## src/rtl/ctrl_pkg.sv

```systemverilog
// ctrl_pkg: opcodes, ALUOp codes, mux selects, FSM states and control word for the multicycle controller.
package ctrl_pkg;
    localparam logic [5:0] OP_RTYPE = 6'b000000;
    localparam logic [5:0] OP_LW    = 6'b100011;
    localparam logic [5:0] OP_SW    = 6'b101011;
    localparam logic [5:0] OP_BEQ   = 6'b000100;
    localparam logic [5:0] OP_BLT   = 6'b000101;
    localparam logic [5:0] OP_ADDI  = 6'b001000;
    localparam logic [5:0] OP_J     = 6'b000010;
    localparam logic [1:0] ALUOP_ADD   = 2'b00;
    localparam logic [1:0] ALUOP_SUB   = 2'b01;
    localparam logic [1:0] ALUOP_FUNCT = 2'b10;
    localparam logic [1:0] SRCB_REG    = 2'b00;
    localparam logic [1:0] SRCB_FOUR   = 2'b01;
    localparam logic [1:0] SRCB_IMM    = 2'b10;
    localparam logic [1:0] SRCB_IMMSH  = 2'b11;
    localparam logic [1:0] PCSRC_ALU    = 2'b00;
    localparam logic [1:0] PCSRC_ALUOUT = 2'b01;
    localparam logic [1:0] PCSRC_JUMP   = 2'b10;
    localparam logic [1:0] BR_NONE = 2'b00;
    localparam logic [1:0] BR_BEQ  = 2'b01;
    localparam logic [1:0] BR_BLT  = 2'b10;
    typedef enum logic [3:0] {
        S_FETCH, S_DECODE, S_MEMADR, S_MEMRD, S_MEMWB, S_MEMWR,
        S_RTYPEEX, S_ALUWB, S_BRANCH, S_ADDIEX, S_ADDIWB, S_JUMP
    } state_t;
    typedef struct packed {
        logic       pcwrite;
        logic [1:0] branch;
        logic       iord;
        logic       irwrite;
        logic       memwrite;
        logic       memtoreg;
        logic       regdst;
        logic       regwrite;
        logic       alusrca;
        logic [1:0] alusrcb;
        logic [1:0] pcsrc;
        logic [1:0] aluop;
        logic       instr_done;
        logic       illegal_op;
    } ctrl_t;
    function automatic logic op_known(input logic [5:0] op);
        return op inside {OP_RTYPE, OP_LW, OP_SW, OP_BEQ, OP_BLT, OP_ADDI, OP_J};
    endfunction
endpackage

```

## src/rtl/multicycle_ctrl_if.sv

```systemverilog
// multicycle_ctrl_if: control bundle between the multicycle controller (master) and its datapath (slave).
interface multicycle_ctrl_if;
    logic [5:0] op;
    logic       mem_ready;
    logic       pcwrite;
    logic [1:0] branch;
    logic       iord;
    logic       irwrite;
    logic       memwrite;
    logic       memtoreg;
    logic       regdst;
    logic       regwrite;
    logic       alusrca;
    logic [1:0] alusrcb;
    logic [1:0] pcsrc;
    logic [1:0] aluop;
    logic       instr_done;
    logic       illegal_op;
    modport master (
        input  op, mem_ready,
        output pcwrite, branch, iord, irwrite, memwrite, memtoreg, regdst, regwrite,
               alusrca, alusrcb, pcsrc, aluop, instr_done, illegal_op
    );
    modport slave (
        output op, mem_ready,
        input  pcwrite, branch, iord, irwrite, memwrite, memtoreg, regdst, regwrite,
               alusrca, alusrcb, pcsrc, aluop, instr_done, illegal_op
    );
endinterface

```

## src/rtl/mc_outdec.sv

```systemverilog
// mc_outdec: ungated state -> control word decode; memory-ready and reset gating happen in the top.
module mc_outdec
    import ctrl_pkg::*;
(
    input  state_t     state_i,
    input  logic [5:0] op_i,
    output ctrl_t      cw_o
);
    always_comb begin
        cw_o = '0;
        case (state_i)
            S_FETCH: begin
                cw_o.alusrcb = SRCB_FOUR;
                cw_o.irwrite = 1'b1;
                cw_o.pcwrite = 1'b1;
            end
            S_DECODE: begin
                cw_o.alusrcb    = SRCB_IMMSH;
                cw_o.illegal_op = !op_known(op_i);
            end
            S_MEMADR, S_ADDIEX: begin
                cw_o.alusrca = 1'b1;
                cw_o.alusrcb = SRCB_IMM;
            end
            S_MEMRD: cw_o.iord = 1'b1;
            S_MEMWB: begin
                cw_o.memtoreg   = 1'b1;
                cw_o.regwrite   = 1'b1;
                cw_o.instr_done = 1'b1;
            end
            S_MEMWR: begin
                cw_o.iord       = 1'b1;
                cw_o.memwrite   = 1'b1;
                cw_o.instr_done = 1'b1;
            end
            S_RTYPEEX: begin
                cw_o.alusrca = 1'b1;
                cw_o.alusrcb = SRCB_REG;
                cw_o.aluop   = ALUOP_FUNCT;
            end
            S_ALUWB: begin
                cw_o.regdst     = 1'b1;
                cw_o.regwrite   = 1'b1;
                cw_o.instr_done = 1'b1;
            end
            S_BRANCH: begin
                cw_o.alusrca    = 1'b1;
                cw_o.aluop      = ALUOP_SUB;
                cw_o.pcsrc      = PCSRC_ALUOUT;
                cw_o.branch     = op_i == OP_BEQ ? BR_BEQ : op_i == OP_BLT ? BR_BLT : BR_NONE;
                cw_o.instr_done = 1'b1;
            end
            S_ADDIWB: begin
                cw_o.regwrite   = 1'b1;
                cw_o.instr_done = 1'b1;
            end
            S_JUMP: begin
                cw_o.pcsrc      = PCSRC_JUMP;
                cw_o.pcwrite    = 1'b1;
                cw_o.instr_done = 1'b1;
            end
            default: cw_o = '0;
        endcase
    end
endmodule

```

## src/rtl/multicycle_ctrl.sv

```systemverilog
// multicycle_ctrl: multicycle MIPS-subset control FSM with memory-ready wait states.
module multicycle_ctrl
    import ctrl_pkg::*;
(
    input  logic              clk,
    input  logic              reset,
    multicycle_ctrl_if.master bus
);
    state_t state_q, state_d;
    ctrl_t  cw;
    logic   rdy_gate;
    mc_outdec u_outdec (.state_i(state_q), .op_i(bus.op), .cw_o(cw));
    always_comb begin
        state_d = S_FETCH;
        case (state_q)
            S_FETCH:   state_d = bus.mem_ready ? S_DECODE : S_FETCH;
            S_DECODE: begin
                case (bus.op)
                    OP_RTYPE:      state_d = S_RTYPEEX;
                    OP_LW, OP_SW:  state_d = S_MEMADR;
                    OP_BEQ, OP_BLT: state_d = S_BRANCH;
                    OP_ADDI:       state_d = S_ADDIEX;
                    OP_J:          state_d = S_JUMP;
                    default:       state_d = S_FETCH;
                endcase
            end
            S_MEMADR:  state_d = bus.op == OP_SW ? S_MEMWR : S_MEMRD;
            S_MEMRD:   state_d = bus.mem_ready ? S_MEMWB : S_MEMRD;
            S_MEMWR:   state_d = bus.mem_ready ? S_FETCH : S_MEMWR;
            S_RTYPEEX: state_d = S_ALUWB;
            S_ADDIEX:  state_d = S_ADDIWB;
            default:   state_d = S_FETCH;
        endcase
    end
    always_ff @(posedge clk or negedge reset) begin
        if (!reset) state_q <= S_FETCH;
        else        state_q <= state_d;
    end
    // Strobes that complete a memory access wait for mem_ready; reset masks every write strobe.
    assign rdy_gate       = reset & (state_q inside {S_FETCH, S_MEMRD, S_MEMWR} ? bus.mem_ready : 1'b1);
    assign bus.pcwrite    = cw.pcwrite & rdy_gate;
    assign bus.irwrite    = cw.irwrite & rdy_gate;
    assign bus.instr_done = cw.instr_done & rdy_gate;
    assign bus.memwrite   = cw.memwrite & reset;
    assign bus.regwrite   = cw.regwrite & reset;
    assign bus.illegal_op = cw.illegal_op & reset;
    assign bus.branch     = cw.branch & {2{reset}};
    assign bus.iord       = cw.iord;
    assign bus.memtoreg   = cw.memtoreg;
    assign bus.regdst     = cw.regdst;
    assign bus.alusrca    = cw.alusrca;
    assign bus.alusrcb    = cw.alusrcb;
    assign bus.pcsrc      = cw.pcsrc;
    assign bus.aluop      = cw.aluop;
endmodule

```

## src/flat_wrapper.sv

```systemverilog
// flat-port wrapper written by rule: the top's interface ports become plain ports
module multicycle_ctrl_flat import ctrl_pkg::*;
  (clk, reset, bus_op, bus_mem_ready, bus_pcwrite, bus_branch, bus_iord, bus_irwrite, bus_memwrite, bus_memtoreg, bus_regdst, bus_regwrite, bus_alusrca, bus_alusrcb, bus_pcsrc, bus_aluop, bus_instr_done, bus_illegal_op);
  multicycle_ctrl_if bus_i ();
  input  logic clk;
  input  logic reset;
  input wire logic [$bits(bus_i.op)-1:0] bus_op;
  input wire logic [$bits(bus_i.mem_ready)-1:0] bus_mem_ready;
  output wire logic [$bits(bus_i.pcwrite)-1:0] bus_pcwrite;
  output wire logic [$bits(bus_i.branch)-1:0] bus_branch;
  output wire logic [$bits(bus_i.iord)-1:0] bus_iord;
  output wire logic [$bits(bus_i.irwrite)-1:0] bus_irwrite;
  output wire logic [$bits(bus_i.memwrite)-1:0] bus_memwrite;
  output wire logic [$bits(bus_i.memtoreg)-1:0] bus_memtoreg;
  output wire logic [$bits(bus_i.regdst)-1:0] bus_regdst;
  output wire logic [$bits(bus_i.regwrite)-1:0] bus_regwrite;
  output wire logic [$bits(bus_i.alusrca)-1:0] bus_alusrca;
  output wire logic [$bits(bus_i.alusrcb)-1:0] bus_alusrcb;
  output wire logic [$bits(bus_i.pcsrc)-1:0] bus_pcsrc;
  output wire logic [$bits(bus_i.aluop)-1:0] bus_aluop;
  output wire logic [$bits(bus_i.instr_done)-1:0] bus_instr_done;
  output wire logic [$bits(bus_i.illegal_op)-1:0] bus_illegal_op;
  assign bus_i.op = bus_op;
  assign bus_i.mem_ready = bus_mem_ready;
  assign bus_pcwrite = bus_i.pcwrite;
  assign bus_branch = bus_i.branch;
  assign bus_iord = bus_i.iord;
  assign bus_irwrite = bus_i.irwrite;
  assign bus_memwrite = bus_i.memwrite;
  assign bus_memtoreg = bus_i.memtoreg;
  assign bus_regdst = bus_i.regdst;
  assign bus_regwrite = bus_i.regwrite;
  assign bus_alusrca = bus_i.alusrca;
  assign bus_alusrcb = bus_i.alusrcb;
  assign bus_pcsrc = bus_i.pcsrc;
  assign bus_aluop = bus_i.aluop;
  assign bus_instr_done = bus_i.instr_done;
  assign bus_illegal_op = bus_i.illegal_op;
  multicycle_ctrl u_core (.clk(clk), .reset(reset), .bus(bus_i));
endmodule
```

## config.mk

```make
export PLATFORM = sky130hd
export DESIGN_NAME = multicycle_ctrl_flat
export DESIGN_NICKNAME = d
export VERILOG_FILES = /design/src/rtl/ctrl_pkg.sv /design/src/rtl/multicycle_ctrl_if.sv /design/src/rtl/mc_outdec.sv /design/src/rtl/multicycle_ctrl.sv /design/src/flat_wrapper.sv
export SDC_FILE = /design/constraint.sdc
export NUM_CORES = 1
export LEC_CHECK = 0
export BUFFER_PORTS_ARGS = -buffer_cell sky130_fd_sc_hd__buf_2
export CAP_MARGIN = 20
export CELL_PAD_IN_SITES_DETAIL_PLACEMENT = 1
export CELL_PAD_IN_SITES_GLOBAL_PLACEMENT = 1
export CORE_UTILIZATION = 33
export CTS_CLUSTER_SIZE = 20
export DETAILED_ROUTE_END_ITERATION = 12
export GPL_ROUTABILITY_DRIVEN = 0
export PLACE_DENSITY = 0.85
export SLEW_MARGIN = 20
export SYNTH_ARGS = -nofsm -noshare
export SYNTH_HDL_FRONTEND = slang
export SYNTH_SLANG_ARGS = --single-unit
```

## constraint.sdc

```tcl
create_clock -name clk -period 2.11 [get_ports clk]
set_input_delay 0.422 -clock clk [delete_from_list [all_inputs] [get_ports clk]]
set_output_delay 0.422 -clock clk [all_outputs]
set_load 0.05 [all_outputs]
```

==> results of run 1 <==
-- worst paths after layout --
kind / startpoint / to / slack [ns] / depth (start not counted)
setup / recovery: bus_op[0] / bus_illegal_op / 0.08 / 5
hold / removal: reset / u_core.state_q[3] / 0.18 / 2
setup reg to reg: u_core.state_q[1] / u_core.state_q[1] / 0.62 / 4
hold reg to reg: u_core.state_q[3] / u_core.state_q[3] / 0.64 / 1
max in group asynchronous: reset / u_core.state_q[0] / 1.82 / 2
min in group clk: bus_op[1] / u_core.state_q[0] / 0.58 / 4
-- final cells by class --
class / instances / area (um^2)
Fill cell: 211 / 719.4
Multi-Input combinational cell: 67 / 490.5
Timing Repair Buffer: 36 / 212.7
Sequential cell: 4 / 103.9
Clock buffer: 3 / 22.52
Tap cell: 16 / 20.02
Inverter: 2 / 7.507
-- metal layers --
metal	part of all wire, %	wire [um]	vias to the layer above
met4	0	0	0
met1	44	854	345
li1	-	-	362
met3	3.4	66	0
met2	52	999	21
met5	0	0	-
-- cells in the mapped netlist (2+ instances only) --
cell      number
o21ai_0        2
a21oi_1        3
o21a_1         2
nand3_1        2
nor2_1        11
nand2b_1       6
nor4_1         3
buf_2          4
a311o_1        2
nor3_1         5
inv_1          2
dfrtp_1        4
nor2b_1        4
and3_1         5
-- worst max-delay path, cell delays in order --
cell       delay (ns)
buf_2            0.13
nor4_1           0.54
a32o_1           0.26
a2111oi_2        0.05
buf_4            0.21
-- repair_timing --
action	in CTS	in global routing
endpoints found under the setup margin	2	7
setup buffers	0	0
gates resized for setup	2	10
-- through the flow --
stage | TNS [ns] | hold WS, ns
after detailed placement | 0 | 0.4160
after CTS | 0 | 0.1751
after global routing | -0.007865 | 0.1791
after floorplan | -1.183 | 0.1264
after global placement | 0 | 0.4102
final | 0 | 0.1804
-- cells in the final DEF (no fill, tap or decap), types with 2 or more instances in the layout --
cell type and n:
nand2b_1 5, clkbuf_4 3, nor2b_2 2, a311o_1 2
buf_4 13, buf_2 23, nor3_2 2, nand3_1 2
inv_1 2, o21a_1 2, nor4_1 2, and3_1 5
nor3_1 2, nor2_1 11, nor2b_1 2, a21oi_1 3
dfrtp_2 3
-- report_power, final --
part | leakage [nW] | internal (mW) | total [mW] | switching [mW]
registers | 0.0490 | 0.102 | 0.161 | 0.0591
logic | 0.336 | 0.264 | 0.743 | 0.480
clock network | 0.0138 | 0.0633 | 0.0890 | 0.0258
total | 0.399 | 0.429 | 0.993 | 0.564
-- logic make-up (layout without fill, tap and decap cells) --
kind of cell / Yosys count / after routing / synth area share (%)
simple gates: 47 / 47 / 47.75
xor+xnor: 2 / 2 / 2.998
flops: 4 / 4 / 17.13
compound gates: 18 / 18 / 24.20
buf+inv: 8 / 41 / 7.924
==> flow_summary.json, run 1 <==
{
  "place_area_um2": 809.5,
  "total_power_uw": 993.3,
  "synth_edf_count": 0,
  "grtUsageMet2_pct": 42.35,
  "cts_num_sinks": 4,
  "synth-seq-area-share_pct": 17.13,
  "hold_path_class": "in -> async",
  "gr-total-overflow": 0,
  "async_flop_share_pct": 100.0,
  "power.leakage_nw": 0.3987,
  "rows": 14,
  "ys_ff_latch": 4,
  "grtUsageMet1_pct": 28.97,
  "fp.coreArea_mm2": 0.001577,
  "die_x_um": 44.08,
  "antenna_found_initial": 0,
  "dpl.cell_count": 125,
  "track_usage_pct": 22.67,
  "synth_fp_nets": 88,
  "stdcell_count": 128,
  "yosysTopAreaCell": "dfrtp_1",
  "regMostFlops": "u_core.state_q",
  "yosysTopAreaCellShare_pct": 17.13,
  "setup_viol_count_final": 0,
  "start_kind": "primary input",
  "wl_um": 1921,
  "rsz0062_at_grt": "yes",
  "dieArea_mm2": 0.001943,
  "peakVddDrop_v": 0.0006940,
  "clock_path_buffers": 2,
  "top_usage_layer": "met2",
  "dominantRegCellSynth": "dfrtp_1",
  "insertion_delay_ns": 0.22,
  "layout-drive-gt1-share_pct": 50.89,
  "syn_area_um2": 584.3,
  "cts_root_buffer": "clkbuf_4",
  "stdcell_area_um2": 857.1,
  "areaGrowthSynthToFinish_pct": 46.68,
  "worst-path-max-fanout": 5,
  "crit_type": "in -> out",
  "slew_viol_final": 0,
  "portBuffers": 26,
  "first_global_vias": 750,
  "num_io_pins": 27,
  "first_pass_iters": 6,
  "detail_route.iter0.violations": 10,
  "globalRouteMet3Util_pct": 2.449,
  "final_antenna_net_count": 0,
  "worstPathRequired_ns": 1.69,
  "tightest_slew_ns": 0.5785,
  "vias": 728,
  "synth.distinct_cells": 38,
  "fin_skew_ns": 0.001340,
  "power_density_mw_per_mm2": 1159,
  "grt_max_degree": 12,
  "fin_ws_ns": 0.08057,
  "synth.avg_cell_area_um2": 7.396,
  "cts_max_level": 1,
  "dieHeight_um": 44.08,
  "tritoncts": "built",
  "start_util_pct": 37.06,
  "clkTransAtPathRegs_ns": 0.04,
  "wl_per_cell_um": 15.01,
  "finalCritPeriodShare_pct": 96.18,
  "fin_nets": 123,
  "final_core_util_pct": 54.37,
  "postSynthCellCount": 79,
  "largest_registers": "u_core.state_q: 4 flops",
  "finalCriticalPeriod_ns": 2.029,
  "dp_hpwl_um": 1621,
  "slew_headroom_pct": 61.08,
  "drv_cap": 0,
  "synthTopCellsByArea": "dfrtp_1, nor2_1, nand2b_1, and3_1, nor2b_1",
  "pre_cts_ws_ns": 0.1237,
  "hold_buffers": 0,
  "hold_viol": 0,
  "via_per_inst": 5.688,
  "status": "complete, no violations",
  "endpoint_kind": "primary output",
  "grt_pass1_wl_um": 3353,
  "largest_reg_flops": 4,
  "ys_warn_count": 0,
  "fmax_mhz": 492.7,
  "numCtsBuffers": 3,
  "insertedDiodeCount": 0,
  "cp.arrival_ns": 1.61,
  "drc_errors": 0
}
Power figures use the tool's default switching activity.
==> run 2: changes to the inputs <==
Settings changed: CTS_BUF_LIST set to sky130_fd_sc_hd__clkbuf_16, SKIP_CTS_REPAIR_TIMING set to 1.
==> run 2 against run 1 <==
Net effect: clock skew increased by 0.0037 ns; maximum frequency decreased by 1.7%; cell area increased by 6.0%; sequential share of layout area decreased by 0.82 points; flip-flop and latch count unchanged; critical endpoint is now bus_instr_done; highest routed layer is now met4.
==> flow_summary.json, run 2 (synthesized netlist as in run 1, its figures left out) <==
{
  "fp.coreArea_mm2": 0.001577,
  "fin_skew_ns": 0.005009,
  "largest_registers": "u_core.state_q: 4 flops",
  "seqPwrFrac_pct": 13.5,
  "layout-drive-gt1-share_pct": 50.89,
  "grt_max_degree": 12,
  "power.leakage_nw": 0.4248,
  "clock_path_buffers": 2,
  "hold_path_class": "in -> async",
  "insertedDiodeCount": 0,
  "wl_um": 2203,
  "peakVddDrop_v": 0.0007481,
  "rows": 14,
  "dp_hpwl_um": 1621,
  "comb_power_share_pct": 62.1,
  "insertion_delay_ns": 0.23,
  "track_usage_pct": 25.72,
  "slew_headroom_pct": 74.42,
  "fillers": 201,
  "die_x_um": 44.08,
  "final_common_cell": "buf_2",
  "worstPathRequired_ns": 1.69,
  "cts_num_sinks": 4,
  "antenna_found_initial": 0,
  "vias": 776,
  "start_util_pct": 37.06,
  "start_kind": "register",
  "critPathSlowestCell": "dfrtp_1",
  "dieHeight_um": 44.08,
  "path_cells": "nand2b_1 -> o22ai_1 -> and3_1 -> buf_2",
  "cts_max_level": 1,
  "final_cell_mix": "buf_2, buf_4, nor2_1",
  "stdcell_count": 128,
  "drc_errors": 0,
  "gr-total-overflow": 0,
  "crit_type": "reg -> out",
  "areaGrowthSynthToFinish_pct": 55.46,
  "first_pass_iters": 6,
  "slew_viol_final": 0,
  "numCtsBuffers": 3,
  "grt_pass1_wl_um": 3781,
  "drv_cap": 0,
  "detail_route.iter0.violations": 8,
  "clkTransAtPathRegs_ns": 0.03,
  "wl_per_cell_um": 17.21,
  "final_antenna_net_count": 0,
  "tightest_slew_ns": 0.3805,
  "portBuffers": 26,
  "worst-path-max-fanout": 10,
  "clkPwrFrac_pct": 24.4,
  "hold_viol": 0,
  "regMostFlops": "u_core.state_q",
  "cts_root_buffer": "clkbuf_16",
  "setup_viol_count_final": 0,
  "switchingPower_uw": 606.1,
  "total_power_mw": 1.215,
  "fmax_mhz": 484.3,
  "dieArea_mm2": 0.001943,
  "slowest_delay_ns": 0.50,
  "fin_nets": 123,
  "via_per_inst": 6.063,
  "endpoint_kind": "primary output",
  "p_int_uw": 609.2,
  "largest_reg_flops": 4,
  "p_sw_share_pct": 49.87,
  "first_global_vias": 826,
  "rsz0062_at_grt": "no",
  "power_density_mw_per_mm2": 1338,
  "finalCriticalPeriod_ns": 2.065,
  "finalCritPeriodShare_pct": 97.85,
  "tritoncts": "built",
  "num_io_pins": 27,
  "status": "complete, no violations",
  "cp.arrival_ns": 1.64,
  "dpl.cell_count": 125
}
-- run 2: final timing paths --
check                                        from           endpoint  slack, ns  depth (start not counted)
worst min-delay path                        reset  u_core.state_q[1]       0.19                          2
worst min register to register  u_core.state_q[2]  u_core.state_q[3]       0.76                          3
min in group clk                        bus_op[4]  u_core.state_q[0]       0.58                          4
worst max-delay path            u_core.state_q[3]     bus_instr_done       0.05                          4
max in group asynchronous                   reset  u_core.state_q[0]       1.80                          2
worst max register to register  u_core.state_q[3]  u_core.state_q[1]       0.51                          4
-- run 2: layout make-up --
cell class / instances / area [um^2] / share of cell area, %
Multi-Input combinational cell: 67 / 493.0 / 54.27
Timing Repair Buffer: 36 / 210.2 / 23.14
Sequential cell: 4 / 102.6 / 11.29
Clock buffer: 3 / 75.07 / 8.264
Tap cell: 16 / 20.02 / 2.204
Inverter: 2 / 7.507 / 0.8264
-- run 2: through the flow --
stage	cell area, um^2	hold WS [ns]	setup WS (ns)	TNS (ns)	utilization, %
4_1_cts	884.6	0.2025	-0.07938	-0.1192	56.11
6_report	908.4	0.1880	0.04534	0	57.62
2_1_floorplan	623.1	0.1264	-0.4932	-1.183	-
3_3_place_gp	809.5	0.4102	0.1737	0	51.35
3_5_place_dp	809.5	0.4160	0.1237	0	51.35
5_1_grt	908.4	0.2054	0.0004501	0	57.62
-- run 2: power by group through the flow --
| stage | clock, mW | combinational (mW) | sequential [mW] |
|---|---|---|---|
| 3_3_place_gp | 0 | 0.719 | 0.155 |
| 5_1_grt | 0.304 | 0.802 | 0.170 |
| 4_1_cts | 0.300 | 0.748 | 0.156 |
| 6_report | 0.297 | 0.755 | 0.163 |
| 3_5_place_dp | 0 | 0.736 | 0.157 |
| 2_1_floorplan | 0 | 0.568 | 0.115 |
-- run 2: critical path: cells and delay by family, from the launching register on --
family,cells,cell delay (ns)
DFF,1,0.50
and+or+nand+nor,2,0.49
buffers and inverters,1,0.25
AOI/OAI and AO/OA,1,0.17
-- run 2: routing by layer --
| metal | wire (um) | global-route usage (%) |
|---|---|---|
| met2 | 1171 | 48.24 |
| met5 | 0 | 0 |
| met1 | 912 | 29.97 |
| met4 | 31 | 5.455 |
| met3 | 88 | 4.898 |
==> run 3: changes to the inputs <==
Settings changed: CORE_UTILIZATION 33 to 30, PLACE_DENSITY 0.85 to 0.78.
==> run 3 against run 2 <==
Net effect: first-iteration DRC count is 38% higher; via count shrank 3.9%; core utilization decreased by 7.7 points; critical path depth unchanged; setup slack improved by 0.064 ns; sequential power is 2% lower; wire length decreased by 6.6%; register-to-register slack better by 0.09 ns; final cell count up 5.5%; global-route usage is 3.8 points lower; clock power is essentially flat; clock skew fell by 0.0048 ns; critical path type unchanged; critical endpoint is now bus_alusrcb[1].
==> flow_summary.json, run 3 (synthesized netlist as in run 1, its figures left out) <==
{
  "drc_errors": 0,
  "multiInputGateArea_um2": 479.2,
  "drv_cap": 0,
  "power_density_mw_per_mm2": 1320,
  "fin_nets": 121,
  "start_util_pct": 32.77,
  "power.leakage_nw": 0.4111,
  "finalCriticalPeriod_ns": 2.000,
  "numCtsBuffers": 3,
  "clock_path_buffers": 2,
  "wl_um": 2058,
  "grt_pass1_wl_um": 3277,
  "clkTransAtPathRegs_ns": 0.03,
  "total_power_mw": 1.176,
  "final_cell_mix": "buf_2, nor2_1, buf_4",
  "tightest_slew_ns": 0.5280,
  "seq_area_um2": 102.6,
  "regMostFlops": "u_core.state_q",
  "crit_type": "reg -> out",
  "antenna_found_initial": 0,
  "first_pass_iters": 4,
  "final_antenna_net_count": 0,
  "slew_viol_final": 0,
  "slew_headroom_pct": 64.47,
  "cp.arrival_ns": 1.58,
  "critPathSlowestCell": "dfrtp_2",
  "portBuffers": 26,
  "setup_viol_count_final": 0,
  "tritoncts": "built",
  "num_io_pins": 27,
  "layout-drive-gt1-share_pct": 46.36,
  "slowest_delay_ns": 0.48,
  "die_x_um": 46.13,
  "cts_max_level": 1,
  "endpoint_kind": "primary output",
  "dieHeight_um": 46.13,
  "areaGrowthSynthToFinish_pct": 52.46,
  "hold_viol": 0,
  "fillers": 235,
  "grt_max_degree": 11,
  "final_common_cell": "buf_2",
  "cts_num_sinks": 4,
  "dp_hpwl_um": 1635,
  "path_cells": "nor2b_1 -> nand2b_1 -> a21oi_1 -> buf_2",
  "peakVddDrop_v": 0.0006088,
  "cts_root_buffer": "clkbuf_16",
  "wl_per_cell_um": 15.24,
  "fmax_mhz": 499.9,
  "gr-total-overflow": 0,
  "first_global_vias": 723,
  "status": "complete, no violations",
  "largest_registers": "u_core.state_q: 4 flops",
  "largest_reg_flops": 4,
  "worstPathRequired_ns": 1.69,
  "via_per_inst": 5.526,
  "dieArea_mm2": 0.002128,
  "insertion_delay_ns": 0.22,
  "startpoint": "u_core.state_q[1]",
  "fin_skew_ns": 0.0001991,
  "finalCritPeriodShare_pct": 94.80,
  "hold_path_class": "in -> async",
  "insertedDiodeCount": 0,
  "start_kind": "register",
  "detail_route.iter0.violations": 11,
  "fp.coreArea_mm2": 0.001783,
  "r2r_start": "u_core.state_q[1]",
  "rows": 15,
  "worst-path-max-fanout": 10,
  "whs_ns": 0.1856,
  "vias": 746,
  "track_usage_pct": 21.88,
  "rsz0062_at_grt": "no"
}
==> run 3: layer usage <==
metal	up-vias	track usage [%]	part of all wire, %
li1	359	-	-
met1	352	26.25	44
met2	31	38.87	49
met3	4	3.529	4.0
met4	0	7.647	2.2
met5	-	0	0
==> run 3: through the flow <==
stage	utilization, %	setup TNS [ns]	setup WS (ns)	std cells	cell area (um^2)
final	49.96	0	0.1097	135	890.9
after global routing	49.96	0	0.01163	135	890.9
after CTS	49.40	-0.01036	-0.008044	135	880.8
after detailed placement	45.19	0	0.1173	132	805.8
after global placement	45.19	0	0.1727	132	805.8
after floorplan	-	-1.183	-0.4932	79	623.1
==> run 3: worst paths after layout <==
path | to | slack, ns | depth (start not counted)
setup / recovery | bus_alusrcb[1] | 0.11 | 4
hold / removal | u_core.state_q[2] | 0.19 | 2
setup reg to reg | u_core.state_q[1] | 0.60 | 4
hold reg to reg | u_core.state_q[3] | 0.68 | 1
max in group asynchronous | u_core.state_q[1] | 1.81 | 2
min in group clk | u_core.state_q[0] | 0.56 | 4
==> run 3: layout make-up <==
cell class / count / area share (%)
clock buffer: 3 / 8.427
timing repair buffer: 34 / 21.91
sequential: 4 / 11.52
multi-input combinational: 67 / 53.79
inverter: 2 / 0.8427
tap: 25 / 3.511
==> run 3: worst max-delay path, delay by kind of cell (launching register included) <==
| kind | cells | cell delay, ns |
|---|---|---|
| buf+inv | 1 | 0.28 |
| flops | 1 | 0.48 |
| simple gates | 2 | 0.44 |
| compound gates | 1 | 0.15 |
==> run 3: power by group <==
part | switching (mW) | internal, mW
registers | 0.0571 | 0.102
logic | 0.479 | 0.242
clock network | 0.0547 | 0.242
total | 0.591 | 0.586
